### src/rtl/pio_led_ctrl.sv
// rtl/pio_led_ctrl.sv - LED PIO master: init sequence, CPU/pattern-engine arbitration, read return
module pio_led_ctrl #(
    parameter int         DIV      = 50_000_000,
    parameter logic [7:0] DIR_INIT = 8'hFF,
    parameter logic [7:0] PAT_INIT = 8'h01,
    parameter int         MAX_WAIT = 8
) (
    input  logic        clk,
    input  logic        reset_n,
    input  logic        en,
    input  logic        mode,
    input  logic        cpu_chipselect,
    input  logic [2:0]  cpu_address,
    input  logic        cpu_write_n,
    input  logic [31:0] cpu_writedata,
    output logic [31:0] cpu_readdata,
    output logic        cpu_waitrequest,
    output logic [2:0]  pio_address,
    output logic        pio_chipselect,
    output logic        pio_write_n,
    output logic [31:0] pio_writedata,
    input  logic [31:0] pio_readdata,
    output logic        init_done,
    output logic        overrun
);
    localparam int CW = $clog2(DIV);
    localparam int SW = $clog2(MAX_WAIT + 1);

    typedef enum logic [2:0] {INIT_DIR, INIT_MSK, INIT_DAT, RUN, RD_RET} state_t;

    state_t          state, state_nxt;
    logic [7:0]      pat;
    logic [CW-1:0]   tick_cnt;
    logic            eng_pend;
    logic [SW-1:0]   starve_cnt;
    logic [2:0]      rd_addr;
    logic            gnt_eng;
    logic            rd_capture;
    logic            running;
    logic            tick;
    logic            eng_urgent;

    assign running    = (state == RUN) || (state == RD_RET);
    assign tick       = running && en && (tick_cnt == CW'(DIV - 1));
    assign eng_urgent = eng_pend && (starve_cnt >= SW'(MAX_WAIT));
    assign init_done  = running;

    always_ff @(posedge clk or negedge reset_n) begin
        if (!reset_n) begin
            state      <= INIT_DIR;
            pat        <= PAT_INIT;
            tick_cnt   <= '0;
            eng_pend   <= 1'b0;
            starve_cnt <= '0;
            overrun    <= 1'b0;
            rd_addr    <= '0;
        end else begin
            state <= state_nxt;
            if (rd_capture)
                rd_addr <= cpu_address;
            if (running && en)
                tick_cnt <= tick ? '0 : tick_cnt + CW'(1);
            else
                tick_cnt <= '0;
            if (tick)
                pat <= mode ? pat + 8'd1 : {pat[6:0], pat[7]};
            // A tick always wins over a same-cycle grant: the grant carried the old pattern.
            if (tick)
                eng_pend <= 1'b1;
            else if (gnt_eng)
                eng_pend <= 1'b0;
            if (tick && eng_pend && !gnt_eng)
                overrun <= 1'b1;
            if (gnt_eng)
                starve_cnt <= '0;
            else if (eng_pend && (starve_cnt < SW'(MAX_WAIT)))
                starve_cnt <= starve_cnt + SW'(1);
        end
    end

    always_comb begin
        state_nxt       = state;
        gnt_eng         = 1'b0;
        rd_capture      = 1'b0;
        pio_chipselect  = 1'b0;
        pio_write_n     = 1'b1;
        pio_address     = '0;
        pio_writedata   = '0;
        cpu_waitrequest = 1'b1;
        cpu_readdata    = '0;
        case (state)
            INIT_DIR: begin
                pio_chipselect = 1'b1;
                pio_write_n    = 1'b0;
                pio_address    = 3'd1;
                pio_writedata  = {24'b0, DIR_INIT};
                state_nxt      = INIT_MSK;
            end
            INIT_MSK: begin
                pio_chipselect = 1'b1;
                pio_write_n    = 1'b0;
                pio_address    = 3'd2;
                state_nxt      = INIT_DAT;
            end
            INIT_DAT: begin
                pio_chipselect = 1'b1;
                pio_write_n    = 1'b0;
                pio_address    = 3'd0;
                pio_writedata  = {24'b0, pat};
                state_nxt      = RUN;
            end
            RUN: begin
                if (eng_pend && (eng_urgent || !cpu_chipselect)) begin
                    gnt_eng        = 1'b1;
                    pio_chipselect = 1'b1;
                    pio_write_n    = 1'b0;
                    pio_address    = 3'd0;
                    pio_writedata  = {24'b0, pat};
                end else if (cpu_chipselect) begin
                    pio_chipselect = 1'b1;
                    pio_write_n    = cpu_write_n;
                    pio_address    = cpu_address;
                    pio_writedata  = cpu_writedata;
                    if (cpu_write_n) begin
                        rd_capture = 1'b1;
                        state_nxt  = RD_RET;
                    end else begin
                        cpu_waitrequest = 1'b0;
                    end
                end
            end
            RD_RET: begin
                pio_address     = rd_addr;
                cpu_readdata    = pio_readdata;
                cpu_waitrequest = 1'b0;
                state_nxt       = RUN;
            end
            default: state_nxt = INIT_DIR;
        endcase
        // The reset state is INIT_DIR, so its write must be masked while reset is held.
        if (!reset_n) begin
            pio_chipselect  = 1'b0;
            pio_write_n     = 1'b1;
            pio_address     = '0;
            pio_writedata   = '0;
            cpu_waitrequest = 1'b1;
            cpu_readdata    = '0;
        end
    end
endmodule
### config.mk
export PLATFORM = sky130hd
export DESIGN_NAME = pio_led_ctrl
export DESIGN_NICKNAME = d
export VERILOG_FILES = /design/src/rtl/pio_led_ctrl.sv
export SDC_FILE = /design/constraint.sdc
export NUM_CORES = 1
export LEC_CHECK = 0
export ABC_AREA = 1
export BUFFER_PORTS_ARGS = -buffer_cell sky130_fd_sc_hd__buf_2
export CORE_MARGIN = 8
export CORE_UTILIZATION = 45
export CTS_CLUSTER_DIAMETER = 30
export CTS_CLUSTER_SIZE = 25
export DETAILED_ROUTE_END_ITERATION = 10
export PLACE_DENSITY = 0.75
export SLEW_MARGIN = 10
export SYNTH_ARGS = -nofsm -noshare
export SYNTH_HDL_FRONTEND = slang
export SYNTH_SLANG_ARGS = --single-unit
export TNS_END_PERCENT = 20
### constraint.sdc
create_clock -name clk -period 1.6 [get_ports clk]
set_input_delay 0.24 -clock clk [delete_from_list [all_inputs] [get_ports clk]]
set_output_delay 0.24 -clock clk [all_outputs]
set_load 0.02 [all_outputs]
==> metrics.csv <==
metric;value;unit
outcome;complete, but fails checks;
violations;negative setup slack;
irDropWorstVdd;0.547;mV
clk_latency;310;ps
place_congestion;0.960;
cts.clk_slew.worst_paths;100;ps
seqPwrFrac;26.6;%
layout_commonest_cell;nand2_1;
yosysSeqAreaShare;32.6;%
comb_power_share;51.2;%
crit_fanout;6;
swShare;40.4;%
cp-end-kind;output port;
die_h;105;um
top_layer;met4;
hold_viol;0;
p_switching;1990;uW
drt.antenna.violating_nets;0;
drt_iter0_markers;376;
dpl.hpwl;9520;um
cts_sinks;46;
met3_length;952;um
required;1360;ps
met1_length;5430;um
routedWlPerCell;17.3;um
postSynthCellCount;552;
synth.cell_area;3540;sq um
core_area;7690;sq um
met2WireLength;7300;um
fin_util;69.8;%
port_buffers;144;
rsz0062_at_grt;true;
synthTopCellsByArea;dfrtp_1, nand2_1, nor2_1;
min_path_type;in -> async;
p_total;4920;uW
cts_tree;built;
dr.pass1.iters;5;
cp-startpoint;starve_cnt[3];
rows;32;
path_class;reg -> out;
post-route-period-util;124;%
drive_gt1_share;39.9;%
synth_edf_count;0;
power_leakage;0.00272;uW
grt_max_degree;33;
dieWidth;105;um
fin_crit;1980;ps
grt_pass1_wl;20900;um
dieArea;11000;sq um
ys_warn_count;0;
synth_top_area_cell;dfrtp_1;
via_count;4407;
clock_skew;12.0;ps
gr-usage-all-layers;23.1;%
fin_nets;803;
area_delta_synth_final;51.7;%
power.internal;2930;uW
grt_overflow_total;0;
cts_root_buffer;clkbuf_8;
r2r_end;tick_cnt[13];
worst_r2r_startpoint;state[0];
cp.arrival;1740;ps
synth_top_area_share;31.8;%
layout_common_cells;nand2_1, nor2_1, buf_4;
antenna_found_initial;1;
ctsLongestPathBuffers;2;
r2r_cells;9;
dpl-instance-area;4490;sq um
fmaxAchievable;505;MHz
fin_area;5370;sq um
avgSynthCellArea;6.41;sq um
boundaryPins;145;
setup_viol;84;
r2r_setup_slack;-30;ps
grt_pass1_vias;4176;
max-slew-margin-rel;75.9;%
p_per_area;917;nW/um^2
pre_cts_ws;-0.834;ps
fillers;581;
drt_wl_total;14300;um
setup_ws;-379;ps
async_flop_share;100;%
via_per_inst;5.31;
synth-seq-cells;46;
cts_buffers;5;
tightestPinTransition;362;ps
fin_setup_tns;-20100;ps
yosys_most_used_dff;dfrtp_1;
cts_max_level;2;
maxSlewViolCount;0;
pwr-share-clk;22.2;%
start_kind;register;
drc;0;
synthesis.nets;629;
synth.distinct_cells;35;
crit_end;pio_writedata[6];
initial_core_util;46.0;%
maxCapViolCount;0;
==> per-layer routing <==
metal  vias to the layer above  track usage [%]
met1                      2080             25.4
met3                        46             5.41
li1                       2058                -
met2                       223             41.3
met4                         0             11.0
met5                         -                0
==> worst min-delay path by stage <==
stage,startpoint,endpoint,cells after the start
2_1_floorplan,reset_n,eng_pend,0
5_1_grt,reset_n,state[2],2
4_1_cts,reset_n,tick_cnt[12],2
3_5_place_dp,reset_n,rd_addr[0],1
3_3_place_gp,reset_n,rd_addr[0],1
6_report,reset_n,state[2],2
==> timing repair <==
action	4_1_cts	5_1_grt
pin swaps	14	14
buffers inserted	8	5
gates cloned	2	1
hold buffers	1	0
gates resized for setup	112	66
endpoints found under the hold margin	1	0
setup endpoints to repair	71	100
==> cells in the mapped netlist, types with 2 or more instances <==
master      n
a21oi_1    20
buf_2       3
buf_4       3
clkbuf_1    7
dfrtp_1    45
ha_1        4
inv_1      83
inv_2       8
nand2_1   143
nand2_2     8
nand3_1    31
nand4_1    13
nor2_1    105
nor2_2      3
nor2_4      4
nor3_1      5
nor3_2      2
nor3b_1    24
o21ai_0    14
o31ai_1     3
xnor2_1     3
xor2_1      8
==> through the flow <==
step                      hold slack (ps)  instances
after detailed placement             96.0        804
final                                91.3        830
after global routing                 97.2        830
after CTS                            85.7        823
after global placement                101        804
after floorplan                     -55.6        552
==> final cells by class <==
type                       instances  area (sq um)  area share (%)
antenna                            1          2.50          0.0466
clock buffer                       6          82.6            1.54
clock inverter                     2          60.1            1.12
inverter                          91           352            6.55
multi-input combinational        401          2300            42.9
sequential                        46          1150            21.5
tap                              102           128            2.38
timing repair buffer             181          1290            24.0
==> power by group through the flow <==
stage,sequential [uW],combinational (uW),clock [uW]
after floorplan,1310,986,0
after global placement,1330,1530,0
after detailed placement,1330,1560,0
after CTS,1290,2080,1100
after global routing,1310,2650,1130
final,1310,2520,1090
==> state kept, by name (all words and copies together), names as in the netlist <==
name	cells
overrun	1
eng_pend	1
pat	8
starve_cnt	4
tick_cnt	26
rd_addr	3
state	3
==> worst max-delay path, stage by stage (launching register included) <==
cell     delay (ps)
dfrtp_1         410
inv_2           100
a21oi_4          90
nor3_4          240
buf_6           170
nand2_2          50
a21oi_1         180
buf_4           170
==> cells by family after synthesis <==
family | count (synthesis) | share of synthesized area, %
AND/OR/NAND/NOR | 342 | 44.1
buffers and inverters | 105 | 11.8
flip-flops | 46 | 32.6
AO/OA/AOI/OAI | 44 | 7.39
XOR/XNOR | 11 | 2.72
adder cells (fa/ha/maj) | 4 | 1.41
No activity file was read; power rests on OpenSTA's default activity.
